`src/rtl/sram_arb_pkg.sv`:
```
// Shared types for the two-client SRAM arbiter: FSM states, client ids and the
// round-robin winner selection.
package sram_arb_pkg;

    typedef enum logic [1:0] {IDLE, ACCESS, DONE} arb_state_t;
    typedef enum logic {CLIENT_A, CLIENT_B} client_t;

    // On contention the client that did not win last time goes first.
    function automatic client_t pick_winner(input logic    req_a,
                                            input logic    req_b,
                                            input client_t last_grant);
        if (req_a && req_b) begin
            return (last_grant == CLIENT_A) ? CLIENT_B : CLIENT_A;
        end else if (req_a) begin
            return CLIENT_A;
        end
        return CLIENT_B;
    endfunction

endpackage

```
`src/rtl/sram_arbiter.sv`:
```
// Round-robin arbiter that serialises single-byte SRAM reads/writes from the
// I2C receive path (A) and the Triple-DES engine (B); all outputs registered.
module sram_arbiter
    import sram_arb_pkg::*;
#(
    parameter int ADDR_W        = 16,
    parameter int DATA_W        = 8,
    parameter int ACCESS_CYCLES = 2
) (
    input  logic              clk,
    input  logic              rst,
    input  logic              req_a,
    input  logic              rw_a,
    input  logic [ADDR_W-1:0] addr_a,
    input  logic [DATA_W-1:0] wdata_a,
    output logic              ack_a,
    input  logic              req_b,
    input  logic              rw_b,
    input  logic [ADDR_W-1:0] addr_b,
    input  logic [DATA_W-1:0] wdata_b,
    output logic              ack_b,
    output logic [DATA_W-1:0] rdata,
    output logic [ADDR_W-1:0] sram_address,
    output logic              sram_read_en,
    output logic              sram_write_en,
    output logic [DATA_W-1:0] sram_write_data,
    input  logic [DATA_W-1:0] sram_read_data
);

    localparam int CNT_W = $clog2(ACCESS_CYCLES + 1);
    localparam logic [CNT_W-1:0] CNT_LAST = CNT_W'(ACCESS_CYCLES - 1);

    arb_state_t        state_q, state_d;
    logic [CNT_W-1:0]  cnt_q, cnt_d;
    client_t           client_q, client_d;
    client_t           last_grant_q, last_grant_d;
    logic              rw_q, rw_d;
    logic [ADDR_W-1:0] addr_q, addr_d;
    logic [DATA_W-1:0] wdata_q, wdata_d;
    logic [DATA_W-1:0] rdata_q, rdata_d;
    logic              read_en_q, read_en_d;
    logic              write_en_q, write_en_d;
    logic              ack_a_q, ack_a_d;
    logic              ack_b_q, ack_b_d;
    client_t           winner;

    always_comb begin
        state_d      = state_q;
        cnt_d        = cnt_q;
        client_d     = client_q;
        last_grant_d = last_grant_q;
        rw_d         = rw_q;
        addr_d       = addr_q;
        wdata_d      = wdata_q;
        rdata_d      = rdata_q;
        read_en_d    = read_en_q;
        write_en_d   = write_en_q;
        ack_a_d      = 1'b0;
        ack_b_d      = 1'b0;
        winner       = pick_winner(req_a, req_b, last_grant_q);

        case (state_q)
            IDLE: begin
                if (req_a || req_b) begin
                    // The latched address/data register doubles as the SRAM drive.
                    client_d     = winner;
                    last_grant_d = winner;
                    rw_d         = (winner == CLIENT_A) ? rw_a    : rw_b;
                    addr_d       = (winner == CLIENT_A) ? addr_a  : addr_b;
                    wdata_d      = (winner == CLIENT_A) ? wdata_a : wdata_b;
                    write_en_d   = rw_d;
                    read_en_d    = !rw_d;
                    cnt_d        = '0;
                    state_d      = ACCESS;
                end
            end
            ACCESS: begin
                if (cnt_q == CNT_LAST) begin
                    if (!rw_q) begin
                        rdata_d = sram_read_data;
                    end
                    write_en_d = 1'b0;
                    read_en_d  = 1'b0;
                    ack_a_d    = (client_q == CLIENT_A);
                    ack_b_d    = (client_q == CLIENT_B);
                    state_d    = DONE;
                end else begin
                    cnt_d = cnt_q + CNT_W'(1);
                end
            end
            DONE: begin
                state_d = IDLE;
            end
            default: begin
                state_d    = IDLE;
                write_en_d = 1'b0;
                read_en_d  = 1'b0;
            end
        endcase
    end

    always_ff @(posedge clk) begin
        if (rst) begin
            state_q      <= IDLE;
            cnt_q        <= '0;
            client_q     <= CLIENT_A;
            last_grant_q <= CLIENT_B;
            rw_q         <= 1'b0;
            addr_q       <= '0;
            wdata_q      <= '0;
            rdata_q      <= '0;
            read_en_q    <= 1'b0;
            write_en_q   <= 1'b0;
            ack_a_q      <= 1'b0;
            ack_b_q      <= 1'b0;
        end else begin
            state_q      <= state_d;
            cnt_q        <= cnt_d;
            client_q     <= client_d;
            last_grant_q <= last_grant_d;
            rw_q         <= rw_d;
            addr_q       <= addr_d;
            wdata_q      <= wdata_d;
            rdata_q      <= rdata_d;
            read_en_q    <= read_en_d;
            write_en_q   <= write_en_d;
            ack_a_q      <= ack_a_d;
            ack_b_q      <= ack_b_d;
        end
    end

    assign ack_a           = ack_a_q;
    assign ack_b           = ack_b_q;
    assign rdata           = rdata_q;
    assign sram_address    = addr_q;
    assign sram_write_data = wdata_q;
    assign sram_read_en    = read_en_q;
    assign sram_write_en   = write_en_q;

endmodule

```
`config.mk`:
```
export PLATFORM = sky130hd
export DESIGN_NAME = sram_arbiter
export DESIGN_NICKNAME = d
export VERILOG_FILES = /design/src/rtl/sram_arb_pkg.sv /design/src/rtl/sram_arbiter.sv
export SDC_FILE = /design/constraint.sdc
export NUM_CORES = 1
export LEC_CHECK = 0
export CORE_ASPECT_RATIO = 1.25
export CORE_MARGIN = 2
export CORE_UTILIZATION = 39
export CTS_CLUSTER_SIZE = 30
export DETAILED_ROUTE_END_ITERATION = 10
export PLACE_DENSITY = 0.8
export SETUP_SLACK_MARGIN = 0.4
export SLEW_MARGIN = 15
export SYNTH_ARGS = -nofsm -noshare
export SYNTH_HDL_FRONTEND = slang
export SYNTH_SLANG_ARGS = --single-unit
```
`constraint.sdc`:
```
create_clock -name clk -period 1.43 [get_ports clk]
set_input_delay 0.143 -clock clk [delete_from_list [all_inputs] [get_ports clk]]
set_output_delay 0.143 -clock clk [all_outputs]
set_load 0.01 [all_outputs]
```
==> metrics.cfg, run 1 <==
[grt]
grt.total_usage_pct=26.7
antenna_found_initial=0
grt_pass1_wl_um=10300
grt_max_degree=24
grt_overflow_total=0
grt_pass1_vias=2023

[sta]
period_share_pct=95.9
rsz0062_at_grt=true
clock_skew_ns=0.00616
drv_slew=0
tightest_slew_ns=0.330
period_needed_ns=1.37
worst_slack_ns=0.0580
setup_violations=0
holdWs_ns=0.448
finalHoldViolCount=0
slew_headroom_pct=77.9
fmax_mhz=729

[placement]
place_ws_ns=-0.184
dp.cells=332
routabilityCongestion=0.753
place_area_um2=2940
hpwl_um=3450
io_buffers=97

[clocking]
h-tree-depth=2
clk_pin_slew_worst_paths_ns=0.07
cts_made_buffers=5
clockRootBuffer=clkbuf_8
clock_latency_ns=0.30
cts_tree=built
clock_path_buffers=2
cts_num_sinks=43
ctsHoldBuffers=0

[floorplanning]
die_area_um2=5250
start_util_pct=40.9
core_area_um2=4460
io_pins=98
die_w_um=65.2
die_y_um=80.5
rows=27

[power_and_ir_drop]
p_sw_share_pct=29.9
net-switching-power_mw=1.01
seqPwrFrac_pct=41.6
p_int_mw=2.37
ir_worst_vdd_mv=0.697
power_density_nw_per_um2=943
leakagePower_nw=1.46
p_comb_share_pct=37.5
p_clk_share_pct=21.0

[synth]
synth_area_leaders=dfxtp_1 47%, mux2i_1 18%, a211oi_1 8.6%, nor2_1 8.2%, a211oi_2 2.7%
synth_cells=182
synth_area_um2=1830
syn-num-nets=246
yosysSeqAreaShare_pct=47.2
synth-async-reset-ratio_pct=0
yosysTopAreaCell=dfxtp_1
syn_avg_cell_area_um2=10.0
yosysWarnings=0
synth_top_area_share_pct=47.2
synth_top_flop_cell=dfxtp_1
ys_ff_latch=43
synth_edf_count=0
synthDistinctLibCells=30

[worst_setup_path]
cp.arrival_ns=1.62
critPathLaunchType=flop
critPathKind=reg2reg
required_ns=1.67
critPathMaxFanout=4
cp-end-kind=flop

[finish]
utilization_pct=80.6
fin_cells=363
nets=370
syn_to_final_growth_pct=96.8
drive_above_1_share_pct=47.9
final_area_um2=3590
n_fill_cell=288
antenna_cells=0

[routing]
wirelength_um=6920
via_count=1884
wl_per_cell_um=19.1
ant_nets=0
drt-initial-drc-count=75
vias_per_cell=5.19
dr.pass1.iters=4
drcViolationCount=0

[worst_hold_path]
worstHoldPathType=in2reg

[flow_run]
timing.max_cap.violations=0

[status]
status=finished clean

## state kept, by name, indices dropped and copies added, names as in the netlist
| name | count |
|---|---|
| sram_address | 16 |
| sram_write_en | 1 |
| rdata | 8 |
| rw_q | 1 |
| state_q | 2 |
| last_grant_q | 1 |
| sram_read_en | 1 |
| ack_b | 1 |
| ack_a | 1 |
| cnt_q | 2 |
| sram_write_data | 8 |
| client_q | 1 |
## layout by cell type (no fill, tap or decap), types with 2 or more instances in the layout
cell	count
mux2i_4	2
a211oi_2	20
clkdlybuf4s15_2	9
dfxtp_2	15
buf_6	5
buf_2	4
mux2i_2	3
a21oi_2	2
buf_12	9
buf_4	10
dfxtp_1	27
mux2i_1	27
a211oi_1	4
clkbuf_2	22
nor2_4	10
nor3_2	3
nor2_2	8
ha_4	2
buf_16	7
dlygate4sd2_1	2
clkbuf_8	5
clkdlybuf4s50_1	59
nor2_1	24
## kinds of logic after synthesis
kind of cell    synth area share (%)
simple gates                    13.4
flops                           47.2
compound gates                  15.6
mux                             17.5
buf+inv                         4.87
fa+ha+maj                       1.37
## cells in the mapped netlist, types with 4 or more instances
library cell,count
dfxtp_1,43
mux2i_1,32
a211oi_1,21
buf_2,5
clkbuf_1,5
nor2_1,40
a211oi_2,4
nor3_1,4
## final timing paths
path | from | end | slack (ns) | depth (start not counted)
hold / removal | sram_read_data[7] | rdata[7] | 0.45 | 3
setup reg to reg | state_q[1] | sram_read_en | 0.06 | 5
setup / recovery | state_q[1] | sram_read_en | 0.06 | 5
hold reg to reg | client_q | ack_a | 0.47 | 1
## per-stage QoR
| stage | power, mW | setup TNS, ns |
|---|---|---|
| 5_1_grt | 3.54 | 0 |
| 2_1_floorplan | 1.80 | 0 |
| 6_report | 3.39 | 0 |
| 4_1_cts | 3.32 | 0 |
| 3_5_place_dp | 2.24 | -3.57 |
| 3_3_place_gp | 2.22 | -2.74 |
## worst max-delay path, stage by stage, from the launching register on
cell and delay [ns]:
dfxtp_2 0.33, o21bai_4 0.18, buf_6 0.13, or2_4 0.27
a211oi_4 0.25, o21ba_2 0.16
## power by group through the flow
stage / combinational [mW] / sequential, mW / clock (mW)
after detailed placement: 0.837 / 1.40 / 0
after CTS: 1.20 / 1.39 / 0.730
final: 1.27 / 1.41 / 0.711
after floorplan: 0.359 / 1.45 / 0
after global routing: 1.34 / 1.42 / 0.782
after global placement: 0.826 / 1.40 / 0
## routing by layer
layer	global-route usage, %	wire [µm]	vias to the layer above
met5	0	0	-
met4	8.96	87	0
met3	6.72	411	8
met2	52.9	3890	82
met1	26.2	2530	902
li1	-	-	892
## area by class of cell
type	count	area, µm²	share of cell area [%]
flip-flops and latches	43	883	24.6
clock buffers	6	72.6	2.02
multi-input cells	124	1150	32.1
inverters	2	10.0	0.279
well taps	58	72.6	2.02
repair buffers	130	1400	39.0
## repair_timing
item	in CTS	in global routing
pin swaps	23	7
cloned	8	0
resized for setup	139	59
setup endpoints to repair	77	79
setup buffers	13	4
Power figures use the tool's default switching activity.
==> run 2: changes to the inputs <==
- MAX_ROUTING_LAYER: unset -> met4
==> metrics.cfg, run 2 (same netlist as run 1, synthesis figures left out) <==
[status]
status=finished clean

[worst_setup_path]
critPathKind=reg2reg
reg2reg_from=state_q[1]
critPathLaunchType=flop
required_ns=1.67  ; about the same
critPathMaxFanout=4  ; unchanged
cp.arrival_ns=1.61  ; about the same
crit_path_end=sram_read_en
crit_path_start=state_q[1]
regToRegSetupSlack_ns=0.06  ; about the same
reg2reg_depth=5  ; unchanged
cp-end-kind=flop
r2r_end=sram_read_en

[floorplanning]
die_y_um=80.5  ; unchanged
die_area_um2=5250  ; unchanged
start_util_pct=40.9  ; unchanged
die_w_um=65.2  ; unchanged
core_area_um2=4460  ; unchanged
io_pins=98  ; unchanged
rows=27  ; unchanged

[sta]
setup_violations=0  ; unchanged
finalHoldViolCount=0  ; unchanged
slew_headroom_pct=78.0  ; +0.098 points
fin_setup_tns_ns=0  ; unchanged
tightest_slew_ns=0.329  ; -0.00146 ns
fmax_mhz=730  ; +0.11%
period_needed_ns=1.37  ; -0.00148 ns
period_share_pct=95.8  ; -0.10 points
clock_skew_ns=0.00635  ; +0.000198 ns
drv_slew=0  ; unchanged
worst_slack_ns=0.0595  ; +0.00148 ns
rsz0062_at_grt=true

[placement]
routabilityCongestion=0.763  ; +1.3%
dp.cells=332  ; unchanged
place_ws_ns=-0.184  ; unchanged
io_buffers=97  ; unchanged
place_area_um2=2940  ; unchanged
hpwl_um=3450  ; unchanged

[clocking]
clock_latency_ns=0.30  ; about the same
h-tree-depth=2  ; unchanged
cts_num_sinks=43  ; unchanged
cts_made_buffers=5  ; unchanged
clockRootBuffer=clkbuf_8
clock_path_buffers=2  ; unchanged
clk_pin_slew_worst_paths_ns=0.07  ; about the same
cts_tree=built

[worst_hold_path]
worstHoldPathType=in2reg
min_from=sram_read_data[7]

[grt]
grt_pass1_wl_um=10400  ; +0.60%
grt_max_degree=24  ; unchanged
grt_pass1_vias=2019  ; -0.20%
grt_overflow_total=0  ; unchanged
grt.total_usage_pct=27.4  ; +0.74 points
antenna_found_initial=0  ; unchanged

[routing]
vias_per_cell=5.24  ; +0.96%
wirelength_um=6920  ; about the same
drt-initial-drc-count=88  ; +17%
drcViolationCount=0  ; unchanged
wl_per_cell_um=19.1  ; about the same
via_count=1902  ; +0.96%
ant_nets=0  ; unchanged
dr.pass1.iters=4  ; unchanged

[finish]
final_area_um2=3590  ; unchanged
n_fill_cell=288  ; unchanged
nets=370  ; unchanged
antenna_cells=0  ; unchanged
final_common_cell=clkdlybuf4s50_1
largest_register_ffs=16  ; unchanged
drive_above_1_share_pct=47.9  ; unchanged
syn_to_final_growth_pct=96.8  ; unchanged
mostFrequentLayoutCells=59 x clkdlybuf4s50_1, 27 x mux2i_1, 27 x dfxtp_1
fin_cells=363  ; unchanged

[power_and_ir_drop]
total_power_mw=3.39  ; +0.12%
ir_worst_vdd_mv=0.697  ; about the same
leakagePower_nw=1.46  ; unchanged
power_density_nw_per_um2=944  ; +0.12%

[flow_run]
timing.max_cap.violations=0  ; unchanged

-- run 2: cell counts in the layout (fill, tap and decap cells not counted) --
No cell type changed its count.
-- run 2: report_power, final --
part	internal [mW]	switching (mW)
Sequential	1.32	0.0893
Combinational	0.730	0.540
Clock	0.326	0.388
-- run 2: worst min-delay path by stage --
stage	to	cells past startpoint
3_3_place_gp	ack_a	1
5_1_grt	rdata[7]	3
3_5_place_dp	ack_a	1
2_1_floorplan	rdata[0]	2
4_1_cts	rdata[4]	3
6_report	rdata[7]	3
-- run 2: worst max-delay path, cell delays in order (launching register included) --
cell,delay [ns]
dfxtp_2,0.33
o21bai_4,0.18
buf_6,0.13
or2_4,0.27
a211oi_4,0.25
o21ba_2,0.16
-- run 2: final cells by class --
type / instances / area (µm²) / area share (%)
well taps: 58 / 72.6 / 2.02
clock buffers: 6 / 72.6 / 2.02
multi-input cells: 124 / 1150 / 32.1
flip-flops and latches: 43 / 883 / 24.6
inverters: 2 / 10.0 / 0.279
repair buffers: 130 / 1400 / 39.0
-- run 2: timing repair --
| action | 4_1_cts | 5_1_grt |
|---|---|---|
| hold buffers | 0 | 0 |
| gates resized for setup | 139 | 59 |
| pin swaps | 23 | 7 |
| buffers inserted | 13 | 4 |
| gates cloned | 8 | 0 |
| endpoints found under the setup margin | 77 | 79 |
-- run 2: metal layers --
| metal | routed length, µm | GRT usage (%) | vias up |
|---|---|---|---|
| met5 | 0 | - | - |
| met4 | 91 | 8.96 | 0 |
| met3 | 450 | 6.44 | 10 |
| met2 | 3890 | 52.6 | 94 |
| met1 | 2490 | 26.7 | 908 |
| li1 | - | - | 890 |
-- run 2: metrics by stage --
stage               util, %  hold slack, ns
detailed placement     65.8           0.450
global route           80.6           0.457
global placement       65.8           0.437
finish                 80.6           0.448
CTS                    80.8           0.450
floorplan                 -           0.290
